File: src/rtl/user_project_wrapper.sv
// Harness wrapper: bring-up reset generator, bit-serial SPI loader into a 64x16 RAM,
// and a tiny three-phase program executor driving three GPIO pads.
module user_project_wrapper (
    inout  wire          vdda1,
    inout  wire          vdda2,
    inout  wire          vssa1,
    inout  wire          vssa2,
    inout  wire          vccd1,
    inout  wire          vccd2,
    inout  wire          vssd1,
    inout  wire          vssd2,
    input  logic         wb_clk_i,
    input  logic         wb_rst_i,
    input  logic         wbs_stb_i,
    input  logic         wbs_cyc_i,
    input  logic         wbs_we_i,
    input  logic [3:0]   wbs_sel_i,
    input  logic [31:0]  wbs_dat_i,
    input  logic [31:0]  wbs_adr_i,
    output logic         wbs_ack_o,
    output logic [31:0]  wbs_dat_o,
    input  logic [127:0] la_data_in,
    output logic [127:0] la_data_out,
    input  logic [127:0] la_oenb,
    input  logic [37:0]  io_in,
    output logic [37:0]  io_out,
    output logic [37:0]  io_oeb,
    inout  wire  [28:0]  analog_io,
    input  logic         user_clock2,
    output logic [2:0]   user_irq
);

    localparam int unsigned ADDR_W     = 24;
    localparam int unsigned DATA_W     = 16;
    localparam int unsigned PC_W       = 6;
    localparam int unsigned RAM_DEPTH  = 64;
    localparam int unsigned CNT_W      = 5;
    localparam int unsigned CW_RST_CYC = 16;

    typedef enum logic [2:0] {
        SPI_IDLE,
        SPI_ADDR,
        SPI_WE,
        SPI_DATA,
        SPI_COMMIT
    } spi_state_e;

    typedef enum logic [1:0] {
        EX_FETCH,
        EX_ARG,
        EX_EXEC
    } ex_state_e;

    // Bus side is idle; upstream bus signals are not used.
    logic cw_dir;
    logic unused_ok;

    assign cw_dir      = 1'b0;
    assign wbs_ack_o   = 1'b0;
    assign wbs_dat_o   = '0;
    assign la_data_out = '0;
    assign user_irq    = '0;

    // Reset generator and synchronizers
    logic [CNT_W-1:0] cw_cnt_q, cw_cnt_d;
    logic             cw_rst_q, cw_rst_d;
    logic [3:0]       sync1_q, sync2_q;
    logic             sclk_prev_q;
    logic             core_dis_s, embed_s, sclk_s, mosi_s;
    logic             spi_rise_c, run_c;

    assign {mosi_s, sclk_s, embed_s, core_dis_s} = sync2_q;
    assign spi_rise_c = sclk_s & ~sclk_prev_q & ~cw_rst_q;
    assign run_c      = embed_s & ~core_dis_s;

    always_comb begin
        cw_cnt_d = cw_cnt_q;
        if (cw_cnt_q != CNT_W'(CW_RST_CYC)) cw_cnt_d = cw_cnt_q + CNT_W'(1);
        cw_rst_d = (cw_cnt_q < CNT_W'(CW_RST_CYC - 1));
    end

    // SPI slave
    spi_state_e        spi_state_q, spi_state_d;
    logic [CNT_W-1:0]  bit_cnt_q, bit_cnt_d;
    logic [ADDR_W-1:0] addr_q, addr_d;
    logic [DATA_W-1:0] data_q, data_d;
    logic              miso_q, miso_d;
    logic              ram_we_c;

    always_comb begin
        spi_state_d = spi_state_q;
        bit_cnt_d   = bit_cnt_q;
        addr_d      = addr_q;
        data_d      = data_q;
        miso_d      = miso_q;
        ram_we_c    = 1'b0;
        case (spi_state_q)
            SPI_IDLE: begin
                if (spi_rise_c && !mosi_s) begin
                    spi_state_d = SPI_ADDR;
                    bit_cnt_d   = '0;
                    miso_d      = 1'b1;
                end
            end
            SPI_ADDR: begin
                if (spi_rise_c) begin
                    addr_d = {mosi_s, addr_q[ADDR_W-1:1]};
                    if (bit_cnt_q == CNT_W'(ADDR_W - 1)) begin
                        spi_state_d = SPI_WE;
                        bit_cnt_d   = '0;
                    end else begin
                        bit_cnt_d = bit_cnt_q + CNT_W'(1);
                    end
                end
            end
            SPI_WE: begin
                if (spi_rise_c) begin
                    if (mosi_s) begin
                        spi_state_d = SPI_DATA;
                        bit_cnt_d   = '0;
                    end else begin
                        spi_state_d = SPI_IDLE;
                        miso_d      = 1'b0;
                    end
                end
            end
            SPI_DATA: begin
                if (spi_rise_c) begin
                    data_d = {mosi_s, data_q[DATA_W-1:1]};
                    if (bit_cnt_q == CNT_W'(DATA_W - 1)) begin
                        spi_state_d = SPI_COMMIT;
                    end else begin
                        bit_cnt_d = bit_cnt_q + CNT_W'(1);
                    end
                end
            end
            SPI_COMMIT: begin
                ram_we_c    = addr_q[ADDR_W-1];
                miso_d      = 1'b0;
                spi_state_d = SPI_IDLE;
            end
            default: spi_state_d = SPI_IDLE;
        endcase
    end

    // Program RAM: no reset, async read returns the pre-write word on a same-cycle write
    logic [DATA_W-1:0] mem_q [RAM_DEPTH];

    always_ff @(posedge wb_clk_i) begin
        if (ram_we_c) mem_q[addr_q[PC_W-1:0]] <= data_q;
    end

    // Executor
    ex_state_e         ex_state_q, ex_state_d;
    logic [PC_W-1:0]   pc_q, pc_d;
    logic [DATA_W-1:0] op_q, op_d;
    logic [DATA_W-1:0] arg_q, arg_d;
    logic [DATA_W-1:0] acc_q, acc_d;
    logic [2:0]        gpio_q, gpio_d;

    always_comb begin
        ex_state_d = ex_state_q;
        pc_d       = pc_q;
        op_d       = op_q;
        arg_d      = arg_q;
        acc_d      = acc_q;
        gpio_d     = gpio_q;
        if (run_c) begin
            case (ex_state_q)
                EX_FETCH: begin
                    op_d       = mem_q[pc_q];
                    ex_state_d = EX_ARG;
                end
                EX_ARG: begin
                    arg_d      = mem_q[pc_q + PC_W'(1)];
                    ex_state_d = EX_EXEC;
                end
                EX_EXEC: begin
                    pc_d       = pc_q + PC_W'(2);
                    ex_state_d = EX_FETCH;
                    case (op_q)
                        16'h0001: acc_d  = arg_q;
                        16'h0002: gpio_d = acc_q[2:0];
                        16'h0003: acc_d  = {14'b0, io_in[5:4]};
                        16'h0004: pc_d   = arg_q[PC_W-1:0];
                        16'h0005: acc_d  = acc_q >> arg_q[3:0];
                        default:  ;
                    endcase
                end
                default: ex_state_d = EX_FETCH;
            endcase
        end
    end

    always_ff @(posedge wb_clk_i or posedge wb_rst_i) begin
        if (wb_rst_i) begin
            cw_cnt_q    <= '0;
            cw_rst_q    <= 1'b1;
            sync1_q     <= '0;
            sync2_q     <= '0;
            sclk_prev_q <= 1'b0;
            spi_state_q <= SPI_IDLE;
            bit_cnt_q   <= '0;
            addr_q      <= '0;
            data_q      <= '0;
            miso_q      <= 1'b0;
            ex_state_q  <= EX_FETCH;
            pc_q        <= '0;
            op_q        <= '0;
            arg_q       <= '0;
            acc_q       <= '0;
            gpio_q      <= '0;
        end else begin
            cw_cnt_q    <= cw_cnt_d;
            cw_rst_q    <= cw_rst_d;
            sync1_q     <= {io_in[35], io_in[34], io_in[33], io_in[32]};
            sync2_q     <= sync1_q;
            sclk_prev_q <= sclk_s;
            spi_state_q <= spi_state_d;
            bit_cnt_q   <= bit_cnt_d;
            addr_q      <= addr_d;
            data_q      <= data_d;
            miso_q      <= miso_d;
            ex_state_q  <= ex_state_d;
            pc_q        <= pc_d;
            op_q        <= op_d;
            arg_q       <= arg_d;
            acc_q       <= acc_d;
            gpio_q      <= gpio_d;
        end
    end

    // Pad mapping: cw_clk, miso, cw_rst, idle bus, gpio
    assign io_out = {wb_clk_i, miso_q, 6'b0, cw_rst_q, 3'b0, 16'b0, cw_dir, 1'b0, 5'b0, gpio_q};
    assign io_oeb = {2'b00, 6'h3F, 2'b00, 2'b11, {16{cw_dir}}, 2'b00, 5'h1F, 3'b000};

    assign unused_ok = ^{vdda1, vdda2, vssa1, vssa2, vccd1, vccd2, vssd1, vssd2, analog_io,
                         user_clock2, wbs_stb_i, wbs_cyc_i, wbs_we_i, wbs_sel_i, wbs_dat_i,
                         wbs_adr_i, la_data_in, la_oenb, io_in[37:36], io_in[31:6], io_in[3:0],
                         addr_q[ADDR_W-2:PC_W]};

endmodule

File: config.mk
export PLATFORM = sky130hd
export DESIGN_NAME = user_project_wrapper
export DESIGN_NICKNAME = d
export VERILOG_FILES = /design/src/rtl/user_project_wrapper.sv
export SDC_FILE = /design/constraint.sdc
export NUM_CORES = 2
export LEC_CHECK = 0
export BUFFER_PORTS_ARGS = -buffer_cell sky130_fd_sc_hd__buf_2
export CORE_UTILIZATION = 35
export DETAILED_ROUTE_END_ITERATION = 10
export GPL_ROUTABILITY_DRIVEN = 0
export PLACE_DENSITY = 0.61
export SYNTH_ARGS = -nofsm -noshare
export SYNTH_HDL_FRONTEND = slang
export SYNTH_SLANG_ARGS = --single-unit
export TNS_END_PERCENT = 10
File: constraint.sdc
create_clock -name wb_clk_i -period 4.6 [get_ports wb_clk_i]
set_input_delay 0.92 -clock wb_clk_i [delete_from_list [all_inputs] [get_ports wb_clk_i]]
set_output_delay 0.92 -clock wb_clk_i [all_outputs]
set_load 0.1 [all_outputs]
# Word level (Yosys, flattened, before mapping)
# Memories as Yosys holds them, arrays and structs flattened. A register that Yosys moved wholly into a read port is not among the register bits.
# Cells that the tools add are included.
totals:
  ff_bits: 91
  in_bits: 368
  ram_bits: 1024
  out_inout_bits: 277
  wordCells: 93
  n_memories: 1
mem_list:
  columns: ["memory", "words", "width", "read_ports", "rd_ports_with_merged_regs", "wr", "line_no", "text"]
  rows:
  - ["mem_q", 64, 16, 2, 2, 1, "147", "logic [DATA_W-1:0] mem_q [RAM_DEPTH];"]
classes:
  magnitude_cmp: 1
  mux: 26
  eq_ne: 23
  n_bitwise: 6
  reduce_logical: 17
  addsub: 4
  shift: 1
ops:
  columns: ["op", "count"]
  rows:
  - ["$pmux 16 s3", 1]
  - ["$mux 5", 7]
  - ["$eq 16x2->1 const B", 2]
  - ["$eq 16x3->1 const B", 2]
  - ["$pmux 5 s4", 1]
  - ["$mux 3", 6]
  - ["$ne 2x2->1 const B", 9]
  - ["$eq 16x1->1 const B", 1]
  - ["$shr 16x4->16", 1]
  - ["$pmux 3 s4", 1]
  - ["$add 5x1->5 const B", 2]
  - ["$reduce_and 2->1", 5]
  - ["$reduce_and 7->1", 1]
  - ["$add 6x1->6 const B", 1]
  - ["$add 6x2->6 const B", 1]
  - ["$eq 3x2->1 const B", 2]
  - ["$mux 1", 6]
  - ["$mux 6", 1]
  - ["$reduce_and 3->1", 2]
  - ["$reduce_and 6->1", 1]
  - ["$reduce_bool 3->1", 2]
  - ["$eq 5x4->1 const B", 1]
  - ["$eq 5x5->1 const B", 1]
  - ["$lt 5x4->1 const B", 1]
  - ["other kinds (16)", 20]

# Logic depth before layout (Yosys ltp)
logic_depth:
  depth_word: 6
  ltp_mapped: 11
  ltp_nobuf: 8

==> impl_metrics.tcl <==
set metrics [dict create \
    run_status "finished, final reports clean" \
    synth_edf_count 1024 \
    ctsHoldBuffers 0 \
    core_um2 156000 \
    timing.final.crit_share 0.816 \
    fin_skew_ns 0.0549 \
    netlist.top_cell.by_area "edfxtp_1" \
    drive_gt1_frac 0.318 \
    power.leakage_uw 0.0193 \
    cpPeakStageDelay_ns 0.28 \
    cp_num_cells 3 \
    ys_seq_area_frac 0.616 \
    critical_path.top_delay_family "buffers and inverters" \
    regToRegStartpoint "pc_q[1]" \
    synthFlopType "edfxtp_1" \
    grt_use_total 0.191 \
    synthArstFlopShare 0.107 \
    num_vias 30400 \
    avgSynthCellArea_um2 17.8 \
    drt_wl_total_um 151000 \
    crit_buf_inv 3 \
    powerDensity_nw_per_um2 470 \
    setup_violations 0 \
    synthTopCellsByArea "edfxtp_1 (56%), mux4_2 (23%), dfrtp_1 (5.6%)" \
    fp.dieH_um 398 \
    ant_nets 0 \
    place_inst 5086 \
    grt-ovfl-total 0 \
    post_cts_resized 0 \
    netlist_area_um2 54900 \
    max_freq_mhz 268 \
    yosysTopAreaCellShare 0.560 \
    seqPwrFrac 0.425 \
    drv_cap 0 \
    grt_max_degree 110 \
    ys_ff_latch 1147 \
    min_path_type "in2async" \
    period_minus_slack_ns 3.75 \
    crit_fanout 2 \
    crit_top_cell "clkbuf_16" \
    irDropWorstVdd_mv 0.359 \
    crit_start "wb_clk_i" \
    nets 3565 \
    r2r_end "arg_q[14]" \
    multiInputGateArea_um2 19300 \
    p_switching_uw 9350 \
    row_count 145 \
    synth_warnings 0 \
    cp_cell_sequence "clkbuf_16 -> clkbuf_16 -> buf_2" \
    slew_viol_final 0 \
    startpoint_type "clock port" \
    insertion_delay_ns 0.87 \
    clkTransAtPathRegs_ns 0.06 \
    slowest_stage "buf_2" \
    fp.dieArea_um2 159000 \
    wl_per_cell_um 28.5 \
    vias_per_cell 5.72 \
    synthCells 3091 \
    hold_violations 0 \
    cts_tree "yes" \
    totalNegativeSetupSlack_ns 0 \
    finalNonFillerCells 5318 \
    grt_pass1_wl_um 217000 \
    hpwl_um 97300 \
    pwr-share-clk 0.340 \
    p_int_uw 19300 \
    worstSetupPathType "clk2out" \
    rr_worst_depth 7 \
    drc 0 \
    critPathRequiredTime_ns 3.68 \
    rsz0062_at_grt "no" \
    ios 645 \
    worstMarginPinSlew_ns 1.30 \
    swShare 0.326 \
    reg2reg_slack_ns 0.87 \
    max_slew_margin 0.126 \
    antennaDiodeCount 0 \
    finalPower_uw 28700 \
    die_w_um 398 \
    synthToLayoutAreaGrowth_pct 11.1 \
    fillCellCount 14000 \
    post_cts_buffers 0 \
    register_area_um2 33900 \
    combPwrFrac 0.235 \
    antenna_found_initial 3 \
    endpoint "io_out[37]" \
    initial_core_util 0.352 \
    untimed_endpoints 37 \
    yosysUniqueCellTypes 69 \
    drtIter0Drc 4009 \
    portBuffers 13 \
    first_pass_iters 5 \
    critical_path_arrival_ns 2.83 \
    worstSetupEndpointType "output pin" \
    grt_pass1_vias 29300 \
]
-- layer usage --
layer | up-vias | share of wire | GRT usage
li1 | 12300 | - | -
met1 | 16200 | 0.41 | 0.269
met2 | 1651 | 0.45 | 0.289
met3 | 230 | 0.093 | 0.0396
met4 | 0 | 0.040 | 0.0796
met5 | - | 0 | 0
-- cells in the mapped netlist (4+ instances only) --
cell,n
a21oi_1,52
nor2b_1,41
nand4_1,26
nand3b_1,7
a22oi_1,9
nand3_1,87
o2111ai_1,5
o21ai_1,16
edfxtp_1,1024
and2_1,4
a32oi_1,28
and3_1,5
a211oi_1,32
buf_6,13
nand2_1,232
ha_1,6
o21ai_0,24
buf_1,25
buf_4,254
buf_2,92
mux4_2,557
xnor2_1,6
a31oi_1,16
mux2_2,50
o311ai_1,4
mux2i_1,100
nor3_1,8
inv_1,10
clkbuf_1,61
dfrtp_1,122
nand2b_1,10
nor2_1,109
-- metrics by stage --
stage,utilization,hold slack [ns],instance area (µm²),setup slack (ns)
2_1_floorplan,-,0.331,55800,0.411
4_1_cts,0.391,0.120,61000,0.842
3_3_place_gp,0.366,0.336,57100,1.04
6_report,0.391,0.163,61000,0.847
5_1_grt,0.391,0.149,61000,0.837
3_5_place_dp,0.366,0.335,57100,1.00
-- layout by cell type, fill, tap and decap left out, drive strengths merged, types with 7 or more instances in the layout --
master  synthesis  layout
edfxtp       1024    1024
mux4          557     557
conb            2     234
nand2         233     233
clkbuf         61     162
buf           384     150
dfrtp         122     122
nor2          110     110
mux2i         100     100
nand3          87      87
a21oi          52      52
clkinv          0      51
mux2           50      50
nor2b          41      41
o21ai          40      40
a211oi         32      32
a32oi          28      28
nand4          26      26
a31oi          16      16
inv            11      16
nand2b         10      10
a22oi           9       9
nor3            9       9
bufinv          0       8
xnor2           8       8
nand3b          7       7
-- area by class of cell --
type | instances | area share
timing repair buffer | 149 | 0.0211
sequential | 1147 | 0.555
tap | 2058 | 0.0422
multi-input combinational | 1720 | 0.316
clock buffer | 163 | 0.0548
clock inverter | 70 | 0.00978
inverter | 11 | 0.000759
-- worst register-to-register path: cells and delay by family, from the launching register on --
family	cells	cell delay, ns
compound gates	1	0.59
xor+xnor	1	1.00
fa+ha+maj	1	0.30
buf+inv	1	0.32
flops	1	0.71
simple gates	3	0.76
-- cells by family after synthesis --
| group | Yosys count | synth area share |
|---|---|---|
| and+or+nand+nor | 552 | 0.0462 |
| DFF | 1147 | 0.616 |
| AOI/OAI and AO/OA | 212 | 0.0258 |
| muxes | 707 | 0.257 |
| xor gates and xnor gates | 9 | 0.00171 |
| other | 2 | 0.000137 |
| adders and majority gates | 6 | 0.00137 |
| buffers and inverters | 456 | 0.0524 |
-- power by group through the flow --
stage	Sequential [µW]	Combinational, µW	Clock [µW]
finish	12200	6730	9760
global route	12200	7060	10300
CTS	12200	6750	9910
detailed placement	12400	6740	76.5
global placement	12400	6730	76.5
floorplan	12000	4990	82.0
-- worst min path at each step --
stage / startpoint / end / slack, ns / depth (start not counted)
final: wb_rst_i / cw_cnt_q[1] / 0.16 / 2
after CTS: io_in[32] / sync1_q[0] / 0.12 / 1
after global routing: io_in[32] / sync1_q[0] / 0.15 / 1
after detailed placement: sync1_q[2] / sync2_q[2] / 0.33 / 0
after floorplan: sync1_q[0] / sync2_q[0] / 0.33 / 0
after global placement: sync1_q[3] / sync2_q[3] / 0.34 / 0
-- state kept, by name, summed over array words and instances (netlist names) --
register / count
data_q: 16
sync1_q: 4
acc_q: 16
spi_state_q: 3
pc_q: 6
mem_q: 1024
gpio_q: 3
addr_q: 24
bit_cnt_q: 5
arg_q: 16
cw_cnt_q: 5
sclk_prev_q: 1
miso_q: 1
op_q: 16
ex_state_q: 2
cw_rst_q: 1
sync2_q: 4
(Power assumes the default switching activity.)
